`config.mk`:
```
export PLATFORM = sky130hd
export DESIGN_NAME = rot_seq_flat
export DESIGN_NICKNAME = d
export VERILOG_FILES = /design/src/rtl/rot_seq_if.sv /design/src/rtl/rot_seq.sv /design/src/flat_wrapper.sv
export SDC_FILE = /design/constraint.sdc
export NUM_CORES = 1
export LEC_CHECK = 0
export CAP_MARGIN = 20
export CORE_UTILIZATION = 50
export DETAILED_ROUTE_END_ITERATION = 8
export PLACE_DENSITY = 0.78
export SETUP_SLACK_MARGIN = 0.02
export SLEW_MARGIN = 20
export SYNTH_ARGS = -nofsm -noshare
export SYNTH_HDL_FRONTEND = slang
export SYNTH_SLANG_ARGS = --single-unit
export TNS_END_PERCENT = 30
```
`constraint.sdc`:
```
create_clock -name clk -period 2 [get_ports clk]
set_input_delay 0.4 -clock clk [delete_from_list [all_inputs] [get_ports clk]]
set_output_delay 0.4 -clock clk [all_outputs]
set_load 0.02 [all_outputs]
```
`src/rtl/rot_seq_if.sv`:
```
// rot_seq_if: handshake and data bundle between the control unit and rot_seq.
//   master modport (control unit): drives start, oprd, c_in, rlf_n_rrf, count;
//                                  observes busy, done, result, c_out.
//   slave modport (rot_seq):       the mirror image.
// Signals:
//   start      request, sampled only when the sequencer is idle
//   oprd       operand (WIDTH bits)
//   c_in       incoming carry
//   rlf_n_rrf  1 = rotate left through carry, 0 = rotate right through carry
//   count      number of single-bit steps (CNT_W bits)
//   busy       operation in progress
//   done       one-cycle pulse, result/c_out valid
//   result     final data (WIDTH bits)
//   c_out      final carry
interface rot_seq_if #(
    parameter int unsigned WIDTH = 8,
    parameter int unsigned CNT_W = 4
);
    logic             start;
    logic [WIDTH-1:0] oprd;
    logic             c_in;
    logic             rlf_n_rrf;
    logic [CNT_W-1:0] count;
    logic             busy;
    logic             done;
    logic [WIDTH-1:0] result;
    logic             c_out;

    modport master (
        output start, oprd, c_in, rlf_n_rrf, count,
        input  busy, done, result, c_out
    );

    modport slave (
        input  start, oprd, c_in, rlf_n_rrf, count,
        output busy, done, result, c_out
    );
endinterface

```
`src/rtl/rot_seq.sv`:
```
// rot_seq: multi-position rotate-through-carry sequencer.
// Rotates the (WIDTH+1)-bit vector {C, data} by 'count' positions, one RLF/RRF
// step per clock, and reports the final data and carry with a start/busy/done
// handshake.
// Ports:
//   clk     system clock, rising edge
//   rst     synchronous, active-high reset (aborts any operation, no done pulse)
//   rot_io  rot_seq_if slave modport (start/oprd/c_in/rlf_n_rrf/count in,
//           busy/done/result/c_out out)
// Build option:
//   ROT_SEQ_SINGLE_CYCLE_EN  when defined, RUN finishes in one cycle using a
//                            barrel rotate by (count mod (WIDTH+1)); results are
//                            identical to the iterative mode.
module rot_seq #(
    parameter int unsigned WIDTH = 8,
    parameter int unsigned CNT_W = 4
) (
    input  logic     clk,
    input  logic     rst,
    rot_seq_if.slave rot_io
);

    typedef enum logic [1:0] {StIdle, StRun, StDone} state_e;

    state_e           state_q, state_d;
    logic [WIDTH-1:0] data_q, data_d;
    logic             carry_q, carry_d;
    logic [CNT_W-1:0] rem_q, rem_d;
    logic             dir_q, dir_d;
    logic [WIDTH-1:0] result_q, result_d;
    logic             c_out_q, c_out_d;

`ifdef ROT_SEQ_SINGLE_CYCLE_EN
    localparam int unsigned VecW = WIDTH + 1;

    logic [VecW-1:0]   rot_v;
    logic [2*VecW-1:0] dbl, dbl_l, dbl_r;
    logic [CNT_W-1:0]  amt;

    // Rotating the doubled vector lets one shift serve as a rotate: the upper
    // half of a left shift (or lower half of a right shift) is the rotation.
    always_comb begin
        amt   = CNT_W'(32'(rem_q) % VecW);
        dbl   = {carry_q, data_q, carry_q, data_q};
        dbl_l = dbl << amt;
        dbl_r = dbl >> amt;
        rot_v = dir_q ? dbl_l[2*VecW-1:VecW] : dbl_r[VecW-1:0];
    end
`else
    logic [WIDTH-1:0] step_d;
    logic             step_c;

    // One step through carry: RLF shifts C into bit 0, RRF into the MSB.
    always_comb begin
        if (dir_q) begin
            step_c = data_q[WIDTH-1];
            step_d = {data_q[WIDTH-2:0], carry_q};
        end else begin
            step_c = data_q[0];
            step_d = {carry_q, data_q[WIDTH-1:1]};
        end
    end
`endif

    always_comb begin
        state_d  = state_q;
        data_d   = data_q;
        carry_d  = carry_q;
        rem_d    = rem_q;
        dir_d    = dir_q;
        result_d = result_q;
        c_out_d  = c_out_q;

        case (state_q)
            StIdle: begin
                if (rot_io.start) begin
                    data_d  = rot_io.oprd;
                    carry_d = rot_io.c_in;
                    rem_d   = rot_io.count;
                    dir_d   = rot_io.rlf_n_rrf;
                    state_d = StRun;
                end
            end
            StRun: begin
`ifdef ROT_SEQ_SINGLE_CYCLE_EN
                data_d   = rot_v[WIDTH-1:0];
                carry_d  = rot_v[WIDTH];
                rem_d    = '0;
                result_d = rot_v[WIDTH-1:0];
                c_out_d  = rot_v[WIDTH];
                state_d  = StDone;
`else
                if (rem_q == '0) begin
                    // Zero-step request: pass the latched operand straight out.
                    result_d = data_q;
                    c_out_d  = carry_q;
                    state_d  = StDone;
                end else begin
                    data_d  = step_d;
                    carry_d = step_c;
                    rem_d   = rem_q - CNT_W'(1);
                    if (rem_q == CNT_W'(1)) begin
                        result_d = step_d;
                        c_out_d  = step_c;
                        state_d  = StDone;
                    end
                end
`endif
            end
            StDone: begin
                state_d = StIdle;
            end
            default: begin
                state_d = StIdle;
            end
        endcase
    end

    always_ff @(posedge clk) begin
        if (rst) begin
            state_q  <= StIdle;
            data_q   <= '0;
            carry_q  <= 1'b0;
            rem_q    <= '0;
            dir_q    <= 1'b0;
            result_q <= '0;
            c_out_q  <= 1'b0;
        end else begin
            state_q  <= state_d;
            data_q   <= data_d;
            carry_q  <= carry_d;
            rem_q    <= rem_d;
            dir_q    <= dir_d;
            result_q <= result_d;
            c_out_q  <= c_out_d;
        end
    end

    assign rot_io.busy   = (state_q == StRun);
    assign rot_io.done   = (state_q == StDone);
    assign rot_io.result = result_q;
    assign rot_io.c_out  = c_out_q;

endmodule
```
`src/flat_wrapper.sv`:
```
// flat-port wrapper written by rule: the top's interface ports become plain ports
module rot_seq_flat 
#(
    parameter int unsigned WIDTH = 8,
    parameter int unsigned CNT_W = 4
)
  (clk, rst, rot_io_start, rot_io_oprd, rot_io_c_in, rot_io_rlf_n_rrf, rot_io_count, rot_io_busy, rot_io_done, rot_io_result, rot_io_c_out);
  rot_seq_if #(.WIDTH(WIDTH), .CNT_W(CNT_W)) rot_io_i ();
  input  logic clk;
  input  logic rst;
  input wire logic [$bits(rot_io_i.start)-1:0] rot_io_start;
  input wire logic [$bits(rot_io_i.oprd)-1:0] rot_io_oprd;
  input wire logic [$bits(rot_io_i.c_in)-1:0] rot_io_c_in;
  input wire logic [$bits(rot_io_i.rlf_n_rrf)-1:0] rot_io_rlf_n_rrf;
  input wire logic [$bits(rot_io_i.count)-1:0] rot_io_count;
  output wire logic [$bits(rot_io_i.busy)-1:0] rot_io_busy;
  output wire logic [$bits(rot_io_i.done)-1:0] rot_io_done;
  output wire logic [$bits(rot_io_i.result)-1:0] rot_io_result;
  output wire logic [$bits(rot_io_i.c_out)-1:0] rot_io_c_out;
  assign rot_io_i.start = rot_io_start;
  assign rot_io_i.oprd = rot_io_oprd;
  assign rot_io_i.c_in = rot_io_c_in;
  assign rot_io_i.rlf_n_rrf = rot_io_rlf_n_rrf;
  assign rot_io_i.count = rot_io_count;
  assign rot_io_busy = rot_io_i.busy;
  assign rot_io_done = rot_io_i.done;
  assign rot_io_result = rot_io_i.result;
  assign rot_io_c_out = rot_io_i.c_out;
  rot_seq #(.WIDTH(WIDTH), .CNT_W(CNT_W)) u_core (.clk(clk), .rst(rst), .rot_io(rot_io_i));
endmodule
```
==> results of run 1 <==
## state kept, by name, indices dropped and copies added, names as in the netlist
| name | cells |
|---|---|
| u_core.rot_io.c_out | 1 |
| u_core.rem_q | 4 |
| u_core.carry_q | 1 |
| u_core.state_q | 2 |
| u_core.dir_q | 1 |
| u_core.rot_io.result | 8 |
| u_core.data_q | 8 |
## cell type report
type	count	area (um^2)	share of cell area, %
well taps	30	37.5	2.27
inverters	5	18.8	1.14
multi-input cells	109	753	45.6
repair buffers	32	309	18.7
flip-flops and latches	25	503	30.5
clock inverters	1	7.51	0.455
clock buffers	3	22.5	1.36
## power by group through the flow
stage,Clock (mW),Combinational [mW],Sequential [mW]
2_1_floorplan,0,0.548,0.672
3_3_place_gp,0,0.673,0.686
3_5_place_dp,0,0.689,0.692
4_1_cts,0.241,0.692,0.681
5_1_grt,0.259,0.753,0.698
6_report,0.229,0.691,0.686
## worst min-delay path by stage
stage,startpoint,endpoint,slack (ps)
floorplan,rst,u_core.rem_q[1],470
global route,u_core.rot_io.result[0],u_core.rot_io.result[0],510
global placement,u_core.rot_io.result[6],u_core.rot_io.result[6],460
finish,u_core.rot_io.result[7],u_core.rot_io.result[7],490
CTS,u_core.rot_io.result[2],u_core.rot_io.result[2],490
detailed placement,u_core.rot_io.result[7],u_core.rot_io.result[7],470
## through the flow
stage	setup slack (ps)	std cells	utilization (%)	power (mW)	instance area [um^2]
floorplan	546	150	-	1.22	1350
global placement	301	201	64.1	1.36	1620
detailed placement	230	201	64.1	1.38	1620
CTS	21.8	205	65.3	1.61	1650
global route	90.8	205	65.5	1.71	1650
finish	242	205	65.5	1.61	1650
## per-layer routing
metal | part of all wire [%] | GRT usage, % | routed length [um]
met1 | 46 | 29.2 | 1420
met2 | 51 | 42.2 | 1600
met3 | 2.6 | 2.82 | 82
met4 | 0.32 | 9.65 | 10
met5 | 0 | 0 | 0
## worst max-delay path: cells and delay by family, from the launching register on
family,cells,cell delay [ps]
AOI/OAI and AO/OA,1,290
adders and majority gates,1,240
buffers and inverters,1,90
DFF,1,350
and+or+nand+nor,2,690
## cells in the final DEF (no fill, tap or decap), types with 2 or more instances in the layout
cell / synthesis / final
dfxtp_1: 25 / 23
nor4b_1: 2 / 2
o211ai_1: 2 / 2
buf_4: 1 / 5
nor3_1: 2 / 2
o32ai_1: 10 / 10
nand3_2: 2 / 2
ha_1: 2 / 2
nor2_1: 19 / 19
clkdlybuf4s50_1: 0 / 25
mux2_2: 9 / 9
dfxtp_2: 0 / 2
o22ai_1: 9 / 9
nand2b_1: 2 / 2
inv_1: 5 / 5
mux2i_1: 10 / 10
a21oi_1: 3 / 3
nand2_1: 21 / 21
nor3b_1: 2 / 2
clkbuf_4: 0 / 3
## kinds of logic after synthesis
group,Yosys count
AOI/OAI and AO/OA,30
adders and majority gates,2
buffers and inverters,16
DFF,25
muxes,19
and+or+nand+nor,58
==> impl_metrics.csv, run 1 <==
group,metric,value,unit
setup_path,cp-end-kind,"flip-flop",
grt,grt_pass1_wl,5.02,mm
grt,antenna_found_initial,0,
synthesis,synthAdderAreaFrac,1.86,%
clock_tree,cts_tree,"built",
clock_tree,postCtsSetupBuffers,0,
synthesis,synth-compound-area-share,17.4,%
cells_and_area,syn2layout_area_growth,22.6,%
sta,slew_headroom,68.6,%
grt,grt_pass1_vias,1155,
setup_path,critPathMaxStageDelay,380,ps
sta,setup_tns,0,ps
sta,fmax,569,MHz
synthesis,synth-simple-area-share,21.7,%
synthesis,synth_edf_count,0,
synthesis,synthTopCellsByArea,"dfxtp_1, mux2_2, mux2i_1, o32ai_1, nand2_1",
min_path,holdPathStages,2,
clock_tree,clockBufferDepth,2,
power_and_ir_drop,comb_power_share,43.0,%
cells_and_area,antennaDiodeCount,0,
clock_tree,insertion_delay,320,ps
synthesis,ys_ff_latch,25,
synthesis,yosysWarnings,0,
cells_and_area,drive_gt1_share,16.0,%
detailed_routing,via_count,1198,
detailed_routing,drt_first_pass_iters,4,
power_and_ir_drop,leakage,0.662,nW
setup_path,cp-endpoint,"u_core.rem_q[0]",
cells_and_area,fin_nets,195,
setup_path,r2r_cells,5,
detailed_routing,post_drt_wl_per_cell,15.2,um
min_path,min_path_type,"reg -> reg",
clock_tree,cts-root-buf,"clkbuf_4",
sta,finalCritPeriodShare,87.9,%
setup_path,critical_path_class,"reg -> reg",
power_and_ir_drop,swShare,37.9,%
clock_tree,clock_sinks,25,
power_and_ir_drop,power_frac_seq,42.7,%
clock_tree,cts-resized-gates,2,
die,io_pins,28,
die,coreArea,0.00252,mm^2
synthesis,synthMuxAreaShare,14.9,%
placement,gp_congestion,0.809,
synthesis,synth_top_family_by_area,"simple AND/OR/NAND/NOR gates",
power_and_ir_drop,p_int,0.997,mW
placement,port_buffers,27,
setup_path,r2r_end,"u_core.rem_q[0]",
synthesis,synth.avg_cell_area,8.98,um^2
sta,worst_pin_slew,471,ps
placement,hpwl,2.33,mm
synthesis,ys.flop_type,"dfxtp_1",
synthesis,yosysUniqueCellTypes,34,
detailed_routing,drt_iter0_markers,26,
setup_path,cp.arrival,1980,ps
sta,drv_slew,0,
detailed_routing,avgViaCountPerCell,5.84,
clock_tree,clkSlewWorstSetupHoldPaths,140,ps
die,start_util,53.4,%
detailed_routing,ant_nets,0,
run_status,status,"finished, final reports clean",
die,die_height,53.9,um
setup_path,critPathMaxFanout,11,
setup_path,crit_path_start,"u_core.rem_q[0]",
synthesis,synthesis.area,0.00135,mm^2
detailed_routing,drc,0,
die,dieArea,0.00291,mm^2
synthesis,netlist_instances,150,
setup_path,worstReg2RegStart,"u_core.rem_q[0]",
synthesis,synth-xor-area-share,0,%
sta,rsz0062_at_grt,"false",
cells_and_area,fillers,229,
power_and_ir_drop,power.density,972,mW/mm^2
die,rows,18,
setup_path,cp-start-kind,"flip-flop",
grt,grt_max_degree,16,
setup_path,critPathSlowestCell,"and2_2",
grt,grt_overflow_total,0,
clock_tree,ctsHtreeMaxLevel,1,
clock_tree,hold_buffers,0,
synthesis,synth_common_cells,"dfxtp_1, nand2_1, nor2_1",
setup_path,rrSetupSlack,240,ps
power_and_ir_drop,p_switching,0.609,mW
power_and_ir_drop,ir_drop,0.668,mV
synthesis,synth_async_sr_flop_share,0,%
sta,setup_violations,0,
sta,final_hold_viol_count,0,
sta,worst_clock_skew,11.9,ps
synthesis,yosys.area.top_type,"dfxtp_1",
setup_path,cp_cell_sequence,"inv_1 -> ha_1 -> nand4bb_1 -> and2_2 -> a221oi_1",
detailed_routing,wl,3.12,mm
synthesis,synth.most_common_cell,"dfxtp_1",
setup_path,crit_required,2220,ps
power_and_ir_drop,p_clk_share,14.2,%
sta,holdWs,487,ps
grt,grtUsageTotal,24.0,%
sta,min_period,1760,ps
die,die-width,53.9,um
run,maxCapViolations,0,
synthesis,synth_nets,169,
synthesis,yosysTopAreaCellShare,37.1,%
synthesis,yosysSeqAreaShare,37.1,%
clock_tree,cts_buffers,3,
Power figures use the tool's default switching activity.
==> run 2: changes to the inputs <==
--- a/config.mk
+++ b/config.mk
@@ -6,6 +6,8 @@
 export NUM_CORES = 1
 export LEC_CHECK = 0
 export CAP_MARGIN = 20
+export CORE_ASPECT_RATIO = 1.5
+export CORE_MARGIN = 5
 export CORE_UTILIZATION = 50
 export DETAILED_ROUTE_END_ITERATION = 8
 export PLACE_DENSITY = 0.78
==> impl_metrics.csv, run 2 (synthesis gave the netlist of run 1 again) <==
group,metric,value,unit
run_status,status,"finished, final reports clean",
grt,grt_overflow_total,0,
clock_tree,cts_buffers,3,
cells_and_area,fin_nets,195,
power_and_ir_drop,power.density,1010,mW/mm^2
placement,port_buffers,27,
sta,holdWs,479,ps
die,die-width,52.4,um
power_and_ir_drop,power_frac_seq,40.5,%
setup_path,critical_path_class,"reg -> out",
die,start_util,50.9,%
run,maxCapViolations,0,
grt,antenna_found_initial,0,
setup_path,worstReg2RegStart,"u_core.rem_q[0]",
die,rows,23,
setup_path,crit_required,1600,ps
cells_and_area,layout_commonest_cell,"clkdlybuf4s50_1",
clock_tree,hold_buffers,0,
setup_path,crit_path_start,"u_core.state_q[1]",
setup_path,cp-end-kind,"output pin",
sta,setup_violations,0,
clock_tree,insertion_delay,280,ps
sta,setup_tns,0,ps
min_path,holdPathStages,2,
cells_and_area,layout_common_cells,"clkdlybuf4s50_1, dfxtp_1, nand2_1, nor2_1",
grt,grtUsageTotal,19.3,%
power_and_ir_drop,p_clk_share,18.4,%
power_and_ir_drop,p_switching,0.633,mW
power_and_ir_drop,comb_power_share,41.1,%
detailed_routing,ant_nets,0,
grt,grt_pass1_wl,5.60,mm
cells_and_area,fillers,246,
sta,fmax,529,MHz
detailed_routing,drt_first_pass_iters,4,
detailed_routing,avgViaCountPerCell,5.73,
die,coreArea,0.00265,mm^2
detailed_routing,drt_iter0_markers,59,
grt,grt_max_degree,16,
setup_path,cp-endpoint,"rot_io_done",
placement,gp_congestion,0.887,
die,die_height,73.6,um
power_and_ir_drop,ir_drop,0.642,mV
sta,min_period,1890,ps
sta,final_hold_viol_count,0,
setup_path,r2r_end,"u_core.rot_io.result[7]",
power_and_ir_drop,swShare,37.3,%
setup_path,cp-start-kind,"flip-flop",
sta,worst_clock_skew,7.99,ps
detailed_routing,via_count,1215,
placement,place_area,0.00163,mm^2
clock_tree,ctsHtreeMaxLevel,1,
setup_path,r2r_cells,5,
setup_path,rrSetupSlack,210,ps
min_path,min_path_type,"reg -> reg",
cells_and_area,design_area,0.00168,mm^2
detailed_routing,post_drt_wl_per_cell,15.6,um
clock_tree,cts_tree,"built",
sta,worst_pin_slew,459,ps
power_and_ir_drop,p_int,1.07,mW
die,dieArea,0.00385,mm^2
sta,drv_slew,0,
die,io_pins,28,
cells_and_area,syn2layout_area_growth,24.6,%
detailed_routing,wl,3.32,mm
placement,hpwl,2.55,mm
detailed_routing,drc,0,
cells_and_area,drive_gt1_share,15.4,%
clock_tree,cts-root-buf,"clkbuf_8",
grt,grt_pass1_vias,1251,
setup_path,critPathMaxFanout,7,
clock_tree,clockBufferDepth,2,
clock_tree,clock_sinks,25,
sta,slew_headroom,68.9,%
setup_path,cp.arrival,1490,ps
sta,finalCritPeriodShare,94.5,%
power_and_ir_drop,leakage,0.662,nW
clock_tree,clkSlewWorstSetupHoldPaths,90,ps
sta,rsz0062_at_grt,"false",
cells_and_area,antennaDiodeCount,0,
==> run 2: final cells by class <==
| class | count | area [um^2] | share of cell area (%) |
|---|---|---|---|
| multi-input combinational | 109 | 753 | 44.9 |
| sequential | 25 | 502 | 29.9 |
| timing repair buffer | 32 | 310 | 18.5 |
| tap | 37 | 46.3 | 2.76 |
| clock buffer | 3 | 41.3 | 2.46 |
| inverter | 5 | 18.8 | 1.12 |
| clock inverter | 1 | 7.51 | 0.447 |
==> run 2: timing repair <==
action / CTS / global route
endpoints found under the setup margin: 0 / 2
buffers inserted: 0 / 0
gates resized for setup: 0 / 2
==> run 2: stage by stage <==
step,cells,util (%),worst slack [ps],power [mW]
after global placement,208,61.4,288,1.37
after floorplan,150,-,546,1.22
after detailed placement,208,61.4,248,1.39
final,212,63.4,110,1.70
after global routing,212,63.4,34.4,1.81
after CTS,212,63.3,26.5,1.70
==> run 2: power groups by stage <==
stage	registers [mW]	logic (mW)	clock network [mW]
6_report	0.687	0.699	0.312
5_1_grt	0.703	0.766	0.337
4_1_cts	0.685	0.698	0.318
3_5_place_dp	0.696	0.692	0
3_3_place_gp	0.687	0.678	0
2_1_floorplan	0.672	0.548	0
==> run 2: worst min path at each step <==
stage | from | endpoint | slack [ps]
after floorplan | rst | u_core.rem_q[1] | 470
after global placement | u_core.rot_io.result[6] | u_core.rot_io.result[6] | 460
after detailed placement | u_core.rot_io.result[6] | u_core.rot_io.result[6] | 470
after CTS | u_core.rot_io.result[6] | u_core.rot_io.result[6] | 480
after global routing | u_core.rot_io.result[6] | u_core.rot_io.result[6] | 510
final | u_core.rot_io.result[6] | u_core.rot_io.result[6] | 480
==> run 2: critical path, cell delays in order (launching register included) <==
cell             delay [ps]
dfxtp_1                 450
and2b_2                 170
clkdlybuf4s50_1         590
==> run 2: per-layer routing <==
| layer | track usage, % | up-vias | wire length, um |
|---|---|---|---|
| li1 | - | 590 | - |
| met1 | 22.4 | 584 | 1310 |
| met2 | 33.0 | 30 | 1800 |
| met3 | 1.83 | 11 | 90 |
| met4 | 12.2 | 0 | 119 |
| met5 | 0 | - | 0 |
==> run 3: changes to the inputs <==
--- a/config.mk
+++ b/config.mk
@@ -8,9 +8,8 @@
 export CAP_MARGIN = 20
 export CORE_ASPECT_RATIO = 1.5
 export CORE_MARGIN = 5
-export CORE_UTILIZATION = 50
+export CORE_UTILIZATION = 30
 export DETAILED_ROUTE_END_ITERATION = 8
-export PLACE_DENSITY = 0.78
 export SETUP_SLACK_MARGIN = 0.02
 export SLEW_MARGIN = 20
 export SYNTH_ARGS = -nofsm -noshare
==> impl_metrics.csv, run 3 (synthesis gave the netlist of run 1 again) <==
group,metric,value,unit
run_status,status,"finished, final reports clean",
clock_tree,clock_sinks,25,
cells_and_area,design_area,0.00168,mm^2
grt,antenna_found_initial,0,
clock_tree,cts-root-buf,"clkbuf_8",
clock_tree,postCtsSetupBuffers,0,
setup_path,critical_path_class,"reg -> out",
power_and_ir_drop,swShare,36.3,%
cells_and_area,syn2layout_area_growth,25.0,%
detailed_routing,drt_iter0_markers,73,
cells_and_area,drive_gt1_share,14.3,%
setup_path,cp_cell_sequence,"and2b_2 -> clkdlybuf4s50_1",
die,dieArea,0.00596,mm^2
power_and_ir_drop,leakage,0.652,nW
min_path,holdPathStages,2,
setup_path,cp.arrival,1460,ps
run,maxCapViolations,0,
setup_path,rrSetupSlack,260,ps
clock_tree,cts_tree,"built",
placement,place_area,0.00164,mm^2
grt,grt_pass1_vias,1198,
detailed_routing,via_count,1176,
setup_path,worstReg2RegStart,"u_core.rem_q[0]",
detailed_routing,ant_nets,0,
setup_path,critPathMaxStageDelay,530,ps
placement,gp_congestion,0.843,
die,start_util,30.4,%
setup_path,crit_required,1600,ps
detailed_routing,avgViaCountPerCell,5.27,
sta,setup_tns,0,ps
die,die-width,64.7,um
power_and_ir_drop,p_switching,0.604,mW
sta,worst_clock_skew,0.995,ps
setup_path,cp-end-kind,"output pin",
placement,place_inst,219,
setup_path,r2r_end,"u_core.rot_io.result[6]",
setup_path,cp_top_family,"buffers and inverters",
die,io_pins,28,
sta,finalCritPeriodShare,93.2,%
die,coreArea,0.00443,mm^2
grt,grtUsageTotal,11.9,%
clock_tree,cts_buffers,3,
sta,fin_ws,136,ps
cells_and_area,layoutNonFillerInstCount,223,
min_path,min_path_type,"reg -> reg",
sta,fmax,537,MHz
min_path,hold_start,"u_core.rot_io.result[4]",
grt,grt_overflow_total,0,
grt,grt_max_degree,16,
sta,rsz0062_at_grt,"false",
cells_and_area,layout_common_cells,"clkdlybuf4s50_1, dfxtp_1, nand2_1, nor2_1",
power_and_ir_drop,p_clk_share,17.6,%
power_and_ir_drop,power_frac_seq,40.9,%
placement,port_buffers,27,
die,rows,30,
setup_path,critPathMaxFanout,8,
power_and_ir_drop,ir_drop,0.371,mV
clock_tree,clkSlewWorstSetupHoldPaths,80,ps
sta,slew_headroom,67.7,%
clock_tree,clockBufferDepth,2,
min_path,min_to,"u_core.rot_io.result[4]",
cells_and_area,fin_util,38.0,%
sta,setup_violations,0,
sta,holdWs,473,ps
power_and_ir_drop,comb_power_share,41.5,%
die,die_height,92.1,um
sta,drv_slew,0,
detailed_routing,wl,3.35,mm
clock_tree,hold_buffers,0,
clock_tree,ctsHtreeMaxLevel,1,
power_and_ir_drop,power.density,989,mW/mm^2
setup_path,r2r_cells,5,
power_and_ir_drop,p_int,1.06,mW
setup_path,critPathSlowestCell,"clkdlybuf4s50_1",
sta,worst_pin_slew,484,ps
setup_path,path_buf_inv,1,
clock_tree,insertion_delay,260,ps
detailed_routing,drt_first_pass_iters,4,
cells_and_area,fin_nets,195,
cells_and_area,layout_commonest_cell,"clkdlybuf4s50_1",
grt,grt_pass1_wl,5.62,mm
sta,min_period,1860,ps
detailed_routing,post_drt_wl_per_cell,15.0,um
cells_and_area,antennaDiodeCount,0,
detailed_routing,drc,0,
placement,place_ws,265,ps
power_and_ir_drop,power,1.67,mW
sta,final_hold_viol_count,0,
setup_path,cp-start-kind,"flip-flop",
placement,hpwl,2.56,mm
run 3: changes by cell type in the layout (fill, tap and decap cells not counted), sizes merged:
cell and change:
dlymetal6s2s -1, dlygate4sd2 +1, clkbuf +1, clkinvlp -1
run 3: what timing repair did:
item | 4_1_cts | 5_1_grt
gates resized for setup | 1 | 0
hold endpoints to repair | 0 | 0
endpoints found under the setup margin | 1 | 0
run 3: worst max path at each step:
| stage | startpoint | endpoint | cells past startpoint |
|---|---|---|---|
| after floorplan | u_core.rem_q[0] | u_core.rot_io.c_out | 6 |
| after global placement | rot_io_start | u_core.rem_q[0] | 4 |
| after detailed placement | u_core.rem_q[0] | u_core.rot_io.result[5] | 5 |
| after CTS | u_core.state_q[0] | rot_io_done | 2 |
| after global routing | u_core.state_q[0] | rot_io_done | 2 |
| final | u_core.state_q[0] | rot_io_done | 2 |
run 3: power by group through the flow:
stage / Clock (mW) / Combinational (mW) / Sequential [mW]
after floorplan: 0 / 0.548 / 0.672
final: 0.293 / 0.692 / 0.681
after global placement: 0 / 0.702 / 0.693
after detailed placement: 0 / 0.703 / 0.692
after CTS: 0.306 / 0.703 / 0.681
after global routing: 0.328 / 0.767 / 0.694
run 3: area by class of cell:
cell class                      count  area, um^2
Tap cell                           48        60.1
Inverter                            5        18.8
Timing Repair Buffer               32         307
Fill cell                         476        2750
Clock buffer                        4        45.0
Sequential cell                    25         500
Multi-Input combinational cell    109         753
run 3: routing by layer:
metal | vias to the layer above | share of wire (%) | GRT usage (%)
met2 | 24 | 53 | 20.8
met1 | 559 | 41 | 14.3
met5 | - | 0 | 0
li1 | 587 | - | -
met4 | 0 | 1.7 | 4.41
met3 | 6 | 3.7 | 1.96
run 3: worst reg2reg max path, cell delays in order, from the launching register on:
cell	delay, ps
dfxtp_1	340
inv_1	90
ha_1	240
or3b_1	590
mux2i_1	280
o22ai_1	90
